## config.mk

```make
export PLATFORM = sky130hd
export DESIGN_NAME = rr_encoder
export DESIGN_NICKNAME = d
export VERILOG_FILES = /design/src/rtl/rr_encoder_pkg.sv /design/src/rtl/rr_pick.sv /design/src/rtl/rr_encoder.sv
export SDC_FILE = /design/constraint.sdc
export NUM_CORES = 1
export LEC_CHECK = 0
export CORE_ASPECT_RATIO = 1.2
export CORE_MARGIN = 3
export CORE_UTILIZATION = 40
export CTS_CLUSTER_SIZE = 12
export DETAILED_ROUTE_END_ITERATION = 8
export GPL_TIMING_DRIVEN = 1
export HOLD_SLACK_MARGIN = 0.15
export SLEW_MARGIN = 25
export SYNTH_ARGS = -nofsm -noshare
export SYNTH_HDL_FRONTEND = slang
export SYNTH_SLANG_ARGS = --single-unit
```

## constraint.sdc

```tcl
create_clock -name i_clk -period 3.8 [get_ports i_clk]
set_input_delay 0.57 -clock i_clk [delete_from_list [all_inputs] [get_ports i_clk]]
set_output_delay 0.57 -clock i_clk [all_outputs]
set_load 0.005 [all_outputs]
```

## src/rtl/rr_encoder_pkg.sv

```systemverilog
// Shared helpers for the request encoder and demux: index-width sizing and
// the round-robin "next set bit from pointer" search.
package rr_encoder_pkg;

  localparam int unsigned MAX_INPUTS = 32;
  localparam int unsigned PTR_W      = 5;
  localparam int unsigned CNT_W      = 6;

  typedef struct packed {
    logic             found;
    logic [PTR_W-1:0] idx;
  } rr_pick_t;

  // Number of bits needed to hold a binary index for 'count' items.
  function automatic int unsigned idx_width(input int unsigned count);
    int unsigned w;
    w = 0;
    for (int unsigned i = 0; i < 32; i++) begin
      if ((64'd1 << i) < 64'(count)) begin
        w = i + 1;
      end else begin
        w = w;
      end
    end
    return w;
  endfunction

  // First set bit of req at or after ptr, wrapping at n; ptr must be below n.
  function automatic rr_pick_t rr_next_set(
    input logic [MAX_INPUTS-1:0] req,
    input logic [PTR_W-1:0]      ptr,
    input logic [CNT_W-1:0]      n
  );
    rr_pick_t         res;
    logic [CNT_W-1:0] pos;
    res.found = 1'b0;
    res.idx   = {PTR_W{1'b0}};
    for (int k = 0; k < MAX_INPUTS; k++) begin
      pos = {1'b0, ptr} + CNT_W'(k);
      if (pos >= n) begin
        pos = pos - n;
      end else begin
        pos = pos;
      end
      if (!res.found && (CNT_W'(k) < n) && req[pos[PTR_W-1:0]]) begin
        res.found = 1'b1;
        res.idx   = pos[PTR_W-1:0];
      end else begin
        res = res;
      end
    end
    return res;
  endfunction

endpackage

```

## src/rtl/rr_pick.sv

```systemverilog
// Combinational round-robin picker: first requesting source at or after ptr.
module rr_pick
  import rr_encoder_pkg::*;
#(
  parameter int unsigned NUM_INPUTS = 5,
  localparam int unsigned IDX_W     = idx_width(NUM_INPUTS)
) (
  input  logic [NUM_INPUTS-1:0] i_request,
  input  logic [IDX_W-1:0]      i_ptr,
  output logic                  o_found,
  output logic [IDX_W-1:0]      o_index
);

  logic [MAX_INPUTS-1:0] req_ext_s;
  logic [PTR_W-1:0]      ptr_ext_s;
  rr_pick_t              pick_s;

  always_comb begin
    req_ext_s = MAX_INPUTS'(i_request);
    ptr_ext_s = PTR_W'(i_ptr);
    pick_s    = rr_next_set(req_ext_s, ptr_ext_s, CNT_W'(NUM_INPUTS));
    o_found   = pick_s.found;
    o_index   = IDX_W'(pick_s.idx);
  end

endmodule

```

## src/rtl/rr_encoder.sv

```systemverilog
// Round-robin request encoder: multi-hot request vector to a registered binary
// grant index with valid/ready. RR_ENCODER_ONEHOT_EN adds a one-hot grant port.
module rr_encoder
  import rr_encoder_pkg::*;
#(
  parameter int unsigned NUM_INPUTS = 5,
  localparam int unsigned IDX_W     = $clog2(NUM_INPUTS)
) (
  input  logic                  i_clk,
  input  logic                  i_rst,
  input  logic [NUM_INPUTS-1:0] i_request,
  input  logic                  i_ready,
  output logic                  o_valid,
`ifdef RR_ENCODER_ONEHOT_EN
  output logic [NUM_INPUTS-1:0] o_grant_onehot,
`endif
  output logic [IDX_W-1:0]      o_index
);

  logic                  valid_q, valid_d;
  logic [IDX_W-1:0]      index_q, index_d;
  logic [IDX_W-1:0]      ptr_q,   ptr_d;
  logic                  open_s;
  logic                  found_s;
  logic [IDX_W-1:0]      pick_index_s;

  rr_pick #(
    .NUM_INPUTS (NUM_INPUTS)
  ) u_pick (
    .i_request (i_request),
    .i_ptr     (ptr_q),
    .o_found   (found_s),
    .o_index   (pick_index_s)
  );

  // A held grant blocks new selections until it is accepted.
  always_comb begin
    open_s  = !valid_q || i_ready;
    valid_d = valid_q;
    index_d = index_q;
    ptr_d   = ptr_q;
    if (open_s) begin
      if (found_s) begin
        valid_d = 1'b1;
        index_d = pick_index_s;
        if (pick_index_s == IDX_W'(NUM_INPUTS - 1)) begin
          ptr_d = {IDX_W{1'b0}};
        end else begin
          ptr_d = pick_index_s + {{(IDX_W-1){1'b0}}, 1'b1};
        end
      end else begin
        valid_d = 1'b0;
      end
    end else begin
      valid_d = valid_q;
    end
  end

  always_ff @(posedge i_clk) begin
    if (i_rst) begin
      valid_q <= 1'b0;
      index_q <= {IDX_W{1'b0}};
      ptr_q   <= {IDX_W{1'b0}};
    end else begin
      valid_q <= valid_d;
      index_q <= index_d;
      ptr_q   <= ptr_d;
    end
  end

`ifdef RR_ENCODER_ONEHOT_EN
  logic [NUM_INPUTS-1:0] onehot_q, onehot_d;

  always_comb begin
    onehot_d = onehot_q;
    if (open_s) begin
      if (found_s) begin
        onehot_d = {{(NUM_INPUTS-1){1'b0}}, 1'b1} << pick_index_s;
      end else begin
        onehot_d = {NUM_INPUTS{1'b0}};
      end
    end else begin
      onehot_d = onehot_q;
    end
  end

  always_ff @(posedge i_clk) begin
    if (i_rst) begin
      onehot_q <= {NUM_INPUTS{1'b0}};
    end else begin
      onehot_q <= onehot_d;
    end
  end

  assign o_grant_onehot = onehot_q;
`endif

  assign o_valid = valid_q;
  assign o_index = index_q;

endmodule

```

# Word-level counts from Yosys, hierarchy flattened
# Cells that the tools add are included.
# word_totals
n_memories,0
regBits,7
output_inout_bits,4
ram_bits,0
mem_bits_ro,0
latch_bits,0
wordCells,57
# op_classes
n_div,0
n_eq_ne,1
muxes,22
n_reduce_logical,11
addsub,10
n_lt_le_gt_ge,10
multipliers,0
n_shift,0
bitwise_logic,0
# op_table
cell,count
< comparator 5 x 6 -> 1 bit (second input constant),5
two-way mux 6 bit,5
binary-select mux 1 bit (select 5 bit),5
two-way mux 5 bit,5
>= comparator 6 x 3 -> 1 bit (second input constant),4
subtractor 5 x 3 -> 5 bit (second input constant),4
adder 3 x 2 -> 4 bit (second input constant),2
two-way mux 1 bit,6
logical NOT 1 bit,5
adder 3 x 1 -> 4 bit (second input constant),1
adder 3 x 3 -> 4 bit (second input constant),1
logical AND 1 bit,4
subtractor 3 x 3 -> 4 bit (second input constant),1
adder 3 x 1 -> 3 bit (second input constant),1
== test 3 bit (second input constant),1
>= comparator 3 bit (second input constant),1
two-way mux 3 bit,1
AND reduction 2 bit,1
logical OR 1 bit,1

# Depth between registers and ports, before layout
# Gate-level depths: netlist of run 1.
# logic_depth
depth_word,19
mapped_depth,18
mapped_depth_nobuf,17

# By module
# Synthesis of run 1 repeated with hierarchy kept, for this count alone.
# unflattened
hier_cells,212
area_unflattened_um2,1737.9
# by_module_without_submodules
mod,n_inst,area_each_um2,cells_per_inst
rr_pick,1,1390.1,175
rr_encoder,1,347.8,37

# Worst setup path after synthesis of run 1
# Ideal clock, no wire load.
# synth_path
path_kind,register to register
start,reg ptr_q[1]
end,reg ptr_q[1]
path_slack_ns,0.164
path_stages_with_launch,17
required_time_ns,3.733
arrival_time_ns,3.569
cell_sequence,dfxtp_1 -> inv_1 -> ha_1 -> ha_1 -> clkbuf_1 -> o21bai_1 -> a221oi_2 -> nand3_1 -> nand4_1 -> nand2_4 -> or3_4 -> a31oi_1 -> inv_1 -> ha_1 -> inv_1 -> a211o_1 -> a21oi_2
# synth_via
elab_chain_cells,19
elab_cells_between_ends,46
classes_between,add/sub (10); order compare (5); eq/ne (1); mux (21); reduce/logical (9)
# synth_lines
element,line_no,text
from (decl),rr_encoder.sv:22,"logic [IDX_W-1:0] ptr_q, ptr_d;"
from (signal assigned),rr_encoder.sv:63,ptr_q <= {IDX_W{1'b0}};
from (signal assigned),rr_encoder.sv:67,ptr_q <= ptr_d;
branches (longest 16 deep; another with subtractor 5 x 3 -> 5 bit),n/a,
two-way mux 6 bit (*),rr_encoder_pkg.sv:45,if (!res.found && (CNT_W'(k) < n) && req[pos[PTR_W-1:0]]) begin
named net pick_index_s[1],rr_encoder.sv:25,logic [IDX_W-1:0] pick_index_s;
adder 3 x 1 -> 3 bit / == test 3 bit (equally long branches),"rr_encoder.sv:49, rr_encoder.sv:46",
two-way mux 3 bit (*),rr_encoder.sv:46,if (pick_index_s == IDX_W'(NUM_INPUTS - 1)) begin
# Mark *: on every way through the listed nets, which the timed path passes. The select of a mux whose other input is x is not followed.
# A chain may end at the register's enable or synchronous reset.

# Worst setup path after layout of run 1
# layout_path
start,reg ptr_q[0]
end,reg ptr_q[2]
# Same word-level chain as after synthesis.

==> results of run 1 <==
## final timing paths
kind	startpoint	to	slack, ns	depth (start not counted)
max	ptr_q[0]	ptr_q[2]	0.22	17
max reg2reg	ptr_q[0]	ptr_q[2]	0.22	17
min reg2reg	o_valid	o_valid	0.50	2
min	o_valid	o_valid	0.50	2
## registers in the layout, indices dropped and copies added (netlist names)
register and count:
o_index 3, ptr_q 3, o_valid 1
## what timing repair did
action / CTS / global route
gates resized for setup: 0 / 6
buffers inserted: 0 / 2
endpoints found under the hold margin: 0 / 0
setup endpoints to repair: 0 / 3
## per-layer routing
layer	up-vias	GRT usage	wire [um]
li1	913	-	-
met1	834	0.255	2230
met2	44	0.336	2370
met3	19	0.00990	156
met4	0	0.124	265
met5	-	0	0
## cell usage after synthesis, drive strengths merged, types with 6 or more instances
library cell,count,area (sq um)
nand2b,9,56.3
buf,10,68.8
nor3,6,35.0
dfxtp,7,140
inv,13,48.8
a21oi,23,134
nand3,7,35.0
ha,13,163
nand2,11,48.8
o211ai,6,72.6
nor2,14,52.6
o21ai,10,57.6
a31oi,6,52.6
## metrics by stage
step,std cells,setup WS [ns]
after detailed placement,298,0.0661
after global routing,304,0.000393
after CTS,302,0.0558
final,304,0.224
after floorplan,223,0.164
after global placement,298,0.0823
## final cells by class
class / count / area, sq um / share of cell area
multi-input combinational: 190 / 1520 / 0.717
timing repair buffer: 36 / 298 / 0.141
sequential: 7 / 140 / 0.0662
tap: 54 / 67.6 / 0.0319
inverter: 13 / 48.8 / 0.0231
clock buffer: 4 / 45.0 / 0.0213
## worst min-delay path, stage by stage (launching register included)
cell	delay [ns]
dfxtp_1	0.30
nand2b_1	0.08
a21oi_1	0.06
## logic make-up (layout without fill, tap and decap cells)
| logic type | Yosys count | count (layout) | share of synthesized area |
|---|---|---|---|
| buffers and inverters | 26 | 53 | 0.0728 |
| muxes | 7 | 7 | 0.0410 |
| xor gates and xnor gates | 6 | 6 | 0.0339 |
| and+or+nand+nor | 79 | 79 | 0.275 |
| DFF | 7 | 7 | 0.0791 |
| AOI/OAI and AO/OA | 84 | 84 | 0.395 |
| adders and majority gates | 14 | 14 | 0.103 |
==> out/results.txt, run 1 <==
Status = finished, final reports clean
Most frequent cells in the layout = 25 x buf_4, 20 x a21oi_1, 14 x nor2_1
Final min period = 3.58 ns
CTS buffer count = 3
Die Wd = 66.7 um
Crit-path leading delay family = compound AO/OA/AOI/OAI gates
RSZ-0062 raised after global routing = false
Synth Cell Area = 1770 sq um
Post-synthesis async set-or-reset flop share = 0
Most common cell after layout, fill and taps aside = buf_4
Final period utilization = 0.941
Sink Count = 7
# fillers = 415
Site Rows = 25
Mapped Cells = 223
Syn_nets = 245
Largest stage delay, worst path = 0.37 ns
Via density = 5.95
Worst-path cell chain = inv_2, ha_1, inv_1, fa_2, a21oi_4, xnor2_2, mux2i_1, a221o_1, or2_4, a211o_1, and2_4, o211ai_4, inv_2, ha_1, nor2_1, a21oi_1, a221oi_2
Clk Latency, worst-skew pair = 0.23 ns
Die area = 5260 sq um
Post-CTS Hold Buffers = 0
Nets = 273
Post-synthesis sequential area ratio = 0.0792
Vias = 1810
CTS tree = built
Area grow syn2layout = 19.5%
DP HPWL = 3930 um
Share of layout cells above drive strength 1 = 0.256
Root buf cell = clkbuf_8
IO Port Bufs = 11
Cell variety after synth = 76
Worst path slowest cell = fa_2
WHS = 0.496 ns
FMAX = 0.280 GHz
Final WL = 5020 um
DIE HEIGHT = 78.9 um
Clock buffer depth = 2
Initial drt markers = 113
Fin. Hold Viols = 0
Fin. max-slew vios = 0
Startpoint Class = register
Ys flop type = dfxtp_1
CP Capture Type = register
Worst-Margin Slew = 0.539 ns
GRT Total Usage = 0.203
Core Area = 4100 sq um
Yosys warning total = 0
H-Tree Depth = 1
Vias in the first global route = 1772
Register bit total from synthesis = 7
GRT overflow = 0
CTS clk-pin slew, worst paths = 0.04 ns
Fin area = 2120 sq um
Starting Density = 0.432
Largest net degree at the start of global routing = 26
# setup viols final = 0
Worst Setup Path Type = reg2reg
Setup Skew = 0.00108 ns
Arr. time, crit path = 3.72 ns
Worst Path Required = 3.95 ns
Final Util = 0.516
Post-synth EDFFs = 0
DR WL/cell = 16.5 um
Rel. slew slack = 0.637
Initial antenna violation count = 0
Hold Crit Class = reg2reg
Wire length of the first global-routing pass = 8310 um
Buf/Inv on CP = 3
Total Neg Setup Slack = 0 ns
Final ANT Viol Nets = 0
Mapped Avg Cell Area = 7.94 sq um
Max FO, Critical Path = 5
ANT cells = 0
# IOs = 12
Placer Congestion = 0.912
Max-Cap Viols = 0
DRT Pass-1 Iters = 4
Drt drc = 0
Post-Place Cell Area = 2040 sq um
Power of run 1 is left out: the tool's default activity adds up to more than one toggle a clock period on the data nets, which glitch-free logic cannot reach.
==> inputs of run 2 (changes only) <==
--- a/config.mk
+++ b/config.mk
@@ -16,3 +16,4 @@
 export SYNTH_ARGS = -nofsm -noshare
 export SYNTH_HDL_FRONTEND = slang
 export SYNTH_SLANG_ARGS = --single-unit
+export TNS_END_PERCENT = 20
==> results of run 2 <==
Final layout, timing and power as in run 1 (identical DEF).
Power of run 2 is left out for the same reason.
